**src/rtl/servo_motion_seq.sv**
```systemverilog
// Servo motion sequencer: per-joint targets over valid/ready, slewed toward once per PWM frame,
// with power-up homing and arm/disarm handling.
module servo_motion_seq #(
    parameter int unsigned NUM_JOINTS    = 4,
    parameter int unsigned POS_W         = 8,
    parameter int unsigned POS_MAX       = 100,
    parameter int unsigned HOME_POS      = 50,
    parameter int unsigned STEP          = 2,
    parameter int unsigned PERIOD_CYCLES = 1_000_000,
    parameter int unsigned SETTLE_FRAMES = 25
) (
    input  logic                        clk,
    input  logic                        rst,
    input  logic                        arm,
    input  logic                        cmd_valid,
    output logic                        cmd_ready,
    input  logic [2:0]                  cmd_joint,
    input  logic [POS_W-1:0]            cmd_pos,
    output logic [NUM_JOINTS-1:0]       en_out,
    output logic [NUM_JOINTS*POS_W-1:0] pos_out,
    output logic                        busy,
    output logic                        done,
    output logic                        err,
    output logic                        frame_tick
);

    localparam int unsigned CNT_W = (PERIOD_CYCLES > 1) ? $clog2(PERIOD_CYCLES) : 1;
    localparam int unsigned SET_W = (SETTLE_FRAMES > 1) ? $clog2(SETTLE_FRAMES) : 1;

    localparam logic [POS_W-1:0]            HOME_V   = POS_W'(HOME_POS);
    localparam logic [POS_W-1:0]            MAX_V    = POS_W'(POS_MAX);
    localparam logic [POS_W-1:0]            STEP_V   = POS_W'(STEP);
    localparam logic [NUM_JOINTS*POS_W-1:0] HOME_ALL = {NUM_JOINTS{HOME_V}};
    localparam logic [CNT_W-1:0]            CNT_LAST = CNT_W'(PERIOD_CYCLES - 1);
    localparam logic [SET_W-1:0]            SET_LAST = SET_W'(SETTLE_FRAMES - 1);

    typedef enum logic [1:0] {
        S_OFF,
        S_HOME,
        S_IDLE,
        S_MOVE
    } state_e;

    state_e                             state_q, state_d;
    logic [CNT_W-1:0]                   cnt_q, cnt_d;
    logic [SET_W-1:0]                   settle_q, settle_d;
    logic [NUM_JOINTS-1:0][POS_W-1:0]   cur_q, cur_d;
    logic [NUM_JOINTS-1:0][POS_W-1:0]   tgt_q, tgt_d;
    logic [NUM_JOINTS-1:0][POS_W-1:0]   tgt_wr, step_pos;
    logic [NUM_JOINTS-1:0]              en_q, en_d;
    logic                               done_q, done_d;
    logic                               err_q, err_d;
    logic [POS_W-1:0]                   sel_cur;
    logic                               accept, legal;

    // Clamped single-frame slew; the min() keeps the result between cur and tgt, so no wrap.
    function automatic logic [POS_W-1:0] slew(input logic [POS_W-1:0] cur,
                                              input logic [POS_W-1:0] tgt);
        logic [POS_W-1:0] diff;
        if (tgt > cur) begin
            diff = tgt - cur;
            slew = cur + ((diff < STEP_V) ? diff : STEP_V);
        end else begin
            diff = cur - tgt;
            slew = cur - ((diff < STEP_V) ? diff : STEP_V);
        end
    endfunction

    assign frame_tick = (cnt_q == CNT_LAST);
    assign cmd_ready  = (state_q == S_IDLE) || (state_q == S_MOVE);
    assign busy       = (state_q == S_HOME) || (state_q == S_MOVE);
    assign en_out     = en_q;
    assign pos_out    = cur_q;
    assign done       = done_q;
    assign err        = err_q;

    assign accept = cmd_valid && cmd_ready;
    assign legal  = ({1'b0, cmd_joint} < 4'(NUM_JOINTS)) && (cmd_pos <= MAX_V);

    always_comb begin
        sel_cur = HOME_V;
        tgt_wr  = tgt_q;
        for (int unsigned j = 0; j < NUM_JOINTS; j++) begin
            if (cmd_joint == 3'(j)) begin
                sel_cur   = cur_q[j];
                tgt_wr[j] = cmd_pos;
            end
            step_pos[j] = slew(cur_q[j], tgt_q[j]);
        end
    end

    always_comb begin
        state_d  = state_q;
        cnt_d    = frame_tick ? '0 : cnt_q + CNT_W'(1);
        settle_d = settle_q;
        cur_d    = cur_q;
        tgt_d    = tgt_q;
        en_d     = en_q;
        done_d   = 1'b0;
        err_d    = 1'b0;

        case (state_q)
            S_OFF: begin
                en_d  = '0;
                cur_d = HOME_ALL;
                tgt_d = HOME_ALL;
                if (arm) begin
                    state_d  = S_HOME;
                    settle_d = '0;
                    en_d     = '1;
                end
            end
            S_HOME: begin
                en_d  = '1;
                cur_d = HOME_ALL;
                tgt_d = HOME_ALL;
                if (frame_tick) begin
                    if (settle_q == SET_LAST) begin
                        state_d = S_IDLE;
                    end else begin
                        settle_d = settle_q + SET_W'(1);
                    end
                end
            end
            S_IDLE: begin
                if (accept) begin
                    if (legal) begin
                        tgt_d = tgt_wr;
                        if (cmd_pos != sel_cur) begin
                            state_d = S_MOVE;
                        end
                    end else begin
                        err_d = 1'b1;
                    end
                end
            end
            S_MOVE: begin
                if (accept) begin
                    if (legal) begin
                        tgt_d = tgt_wr;
                    end else begin
                        err_d = 1'b1;
                    end
                end
                // Step uses pre-edge targets; completion compares against post-edge targets so a
                // same-edge retarget keeps the move alive.
                if (frame_tick) begin
                    cur_d = step_pos;
                    if (cur_d == tgt_d) begin
                        state_d = S_IDLE;
                        done_d  = 1'b1;
                    end
                end
            end
            default: state_d = S_OFF;
        endcase

        if (!arm) begin
            state_d = S_OFF;
            en_d    = '0;
            cur_d   = HOME_ALL;
            tgt_d   = HOME_ALL;
            done_d  = 1'b0;
            err_d   = 1'b0;
        end
    end

    always_ff @(posedge clk or posedge rst) begin
        if (rst) begin
            state_q  <= S_OFF;
            cnt_q    <= '0;
            settle_q <= '0;
            cur_q    <= HOME_ALL;
            tgt_q    <= HOME_ALL;
            en_q     <= '0;
            done_q   <= 1'b0;
            err_q    <= 1'b0;
        end else begin
            state_q  <= state_d;
            cnt_q    <= cnt_d;
            settle_q <= settle_d;
            cur_q    <= cur_d;
            tgt_q    <= tgt_d;
            en_q     <= en_d;
            done_q   <= done_d;
            err_q    <= err_d;
        end
    end

endmodule

```
**config.mk**
```make
export PLATFORM = sky130hd
export DESIGN_NAME = servo_motion_seq
export DESIGN_NICKNAME = d
export VERILOG_FILES = /design/src/rtl/servo_motion_seq.sv
export SDC_FILE = /design/constraint.sdc
export NUM_CORES = 1
export LEC_CHECK = 0
export CORE_UTILIZATION = 55
export CTS_BUF_LIST = sky130_fd_sc_hd__clkbuf_4 sky130_fd_sc_hd__clkbuf_8
export DETAILED_ROUTE_END_ITERATION = 6
export HOLD_SLACK_MARGIN = 0.08
export PLACE_DENSITY = 0.81
export SETUP_SLACK_MARGIN = 0.02
export SYNTH_ARGS = -nofsm -noshare
export SYNTH_HDL_FRONTEND = slang
export SYNTH_SLANG_ARGS = --single-unit
```
**constraint.sdc**
```tcl
create_clock -name clk -period 16.33 [get_ports clk]
set_clock_uncertainty 0.2 [all_clocks]
set_input_delay 2.4495 -clock clk [delete_from_list [all_inputs] [get_ports clk]]
set_output_delay 2.4495 -clock clk [all_outputs]
set_load 0.05 [all_outputs]
```
==> flow_summary.json <==
{
  "antenna_found_initial": 1,
  "dr.pass1.iters": 5,
  "final_core_util_pct": 60.9,
  "ios": 56,
  "tightest_slew_ps": 1230,
  "holdWs_ps": 297,
  "power-per-cell-area_nw_per_um2": 41.3,
  "fin_crit_ps": 6250,
  "worst_ir_drop_vdd_mv": 0.0469,
  "fmax_mhz": 160,
  "cp_max_fo": 7,
  "grt_pass1_wl_um": 40000,
  "critical-path-slowest-cell": "dfstp_2",
  "async_flop_share_pct": 100,
  "die_w_um": 132,
  "num_vias": 8270,
  "place_hpwl_um": 18900,
  "fp.dieArea_um2": 17300,
  "cts_hold_buffers": 0,
  "cts_made_buffers": 9,
  "grt_usage_pct": 28.9,
  "ys_seq_area_share_pct": 25.8,
  "clock_latency_ps": 400,
  "run_status": "complete, no violations",
  "maxCapViolCount": 0,
  "end_kind": "flip-flop",
  "setup_viol": 0,
  "nets": 1256,
  "hold_path_class": "reg2reg",
  "gp_congestion": 0.915,
  "clkTransAtPathRegs_ps": 110,
  "numPortBuffers": 55,
  "power.leakage_uw": 0.00430,
  "floorplan.initialDensity_pct": 55.9,
  "highest_layer": "met4",
  "dr_wl_met3_um": 1850,
  "crit_type": "reg2reg",
  "cts-root-buf": "clkbuf_8",
  "syn_inst": 1116,
  "cts_sinks": 94,
  "wl_per_cell_um": 18.0,
  "syn_to_final_growth_pct": 8.84,
  "synth_top_area_share_pct": 18.9,
  "htreeDepth": 3,
  "wl_met1_um": 10900,
  "die_h_um": 132,
  "slew_viol_final": 0,
  "rsz0062_at_grt": "false",
  "postCtsSetupBuffers": 0,
  "critPathRequiredTime_ps": 16410,
  "coreArea_um2": 16500,
  "synthTopCellsByArea": "dfrtp_1, ha_1, dfstp_2, xnor2_1, a21oi_1",
  "cts_max_path_buffers": 2,
  "fin_ws_ps": 10080,
  "hold_violations": 0,
  "synth_fp_nets": 1238,
  "drive_above_1_share_pct": 6.94,
  "yosysTopAreaCell": "dfrtp_1",
  "grt_pass1_vias": 7875,
  "tritoncts": "done",
  "avgSynthCellArea_um2": 8.28,
  "vias_per_cell": 6.08,
  "setup.worst_path.start_class": "flip-flop",
  "ys_seq_elements": 94,
  "dp_slack_ps": 9940,
  "syn_area_um2": 9250,
  "drt_iter0_drc": 719,
  "postLayoutCellArea_um2": 10100,
  "yosysWarnings": 0,
  "place_area_um2": 9870,
  "max-slew-margin-rel_pct": 18.1,
  "tns_ps": 0,
  "multi_input_area_um2": 6250,
  "wirelength_um": 24400,
  "crit_arrival_ps": 6330,
  "nFillCells": 1438,
  "ys.flop_type": "dfrtp_1",
  "synth_edf_count": 0,
  "mostFrequentLayoutCell": "nor2_1",
  "drtAntennaViolNets": 0,
  "drc": 0,
  "wl_met2_um": 11100,
  "layout_common_cells": "nor2_1, a21oi_1, inv_1",
  "grt_max_degree": 55,
  "netlist-cell-type-count": 76,
  "finalCritPeriodShare_pct": 38.3,
  "rows": 47,
  "seq_area_um2": 2380,
  "critPathMaxStageDelay_ps": 650,
  "grt-ovfl-total": 0,
  "cts_resized": 0,
  "cp_cell_sequence": "inv_1, ha_1, nand2b_1, a211oi_1, o21ai_0, a311o_1, nor4_2, nand2b_1, ha_1, o21a_1, fa_1, nor2b_1, o21a_1, o21ai_0, a311oi_1, xnor2_1, nand4_1, nor4_1, and3_1, a41oi_1, o311a_1"
}
## worst paths after layout
path | from | endpoint | slack, ps | depth (start not counted)
setup / recovery | pos_out[1] | state_q[0] | 10080 | 21
hold / removal | cnt_q[0] | cnt_q[0] | 300 | 1
setup reg to reg | pos_out[1] | state_q[0] | 10080 | 21
hold reg to reg | cnt_q[0] | cnt_q[0] | 300 | 1
max in group asynchronous | rst | tgt_q[27] | 12550 | 3
min in group asynchronous | rst | pos_out[23] | 2270 | 2
## stage by stage
stage,std cells,total power (µW)
3_5_place_dp,1343,265
4_1_cts,1359,417
3_3_place_gp,1343,265
2_1_floorplan,1116,256
5_1_grt,1360,430
6_report,1360,415
## flip-flops by register name, indices dropped and copies added (netlist names)
register / flops
state_q: 2
tgt_q: 32
cnt_q: 20
done: 1
pos_out: 32
en_out: 1
err: 1
settle_q: 5
## metal layers
layer,global-route usage (%),vias up
li1,-,3953
met4,8.40,0
met1,39.3,3937
met2,46.1,332
met3,5.90,48
met5,0,-
## power breakdown
part / switching (µW) / total, µW / internal (µW)
Clock: 95.3 / 154 / 58.8
Combinational: 17.3 / 25.8 / 8.45
Sequential: 1.33 / 236 / 234
Total: 114 / 415 / 301
## worst max-delay path: cells and delay by family, from the launching register on
kind	cells	cell delay, ps
AOI/OAI and AO/OA	9	2510
and+or+nand+nor	7	1340
adders and majority gates	3	1080
DFF	1	650
xor gates and xnor gates	1	210
buffers and inverters	1	150
## Yosys cell counts, types with 11 or more instances
cell type,number
nor2_1,110
a21oi_1,101
inv_1,100
ha_1,95
dfrtp_1,70
nand2_1,69
xnor2_1,62
o21ai_0,46
nand3_1,38
xor2_1,37
a21o_1,33
clkbuf_1,33
dfstp_2,24
nand2b_1,22
nand4_1,20
o21a_1,17
nor3_1,16
o211ai_1,14
or3_1,13
a211oi_1,12
fa_1,12
and3_1,11
or2_2,11
## area by class of cell
class / instances / area share, %
inverter: 100 / 3.74
antenna: 1 / 0.0249
tap: 220 / 2.74
multi-input combinational: 869 / 62.1
clock buffer: 9 / 1.23
clock inverter: 7 / 0.622
timing repair buffer: 60 / 5.84
sequential: 94 / 23.7
## logic make-up after synthesis
family,after synthesis,share of synthesized area (%)
adders and majority gates,107,15.5
buffers and inverters,153,6.62
AOI/OAI and AO/OA,282,19.3
xor gates and xnor gates,100,9.62
DFF,94,25.8
muxes,11,2.27
and+or+nand+nor,369,20.9
Note: power is estimated with default switching activity, not from simulation.
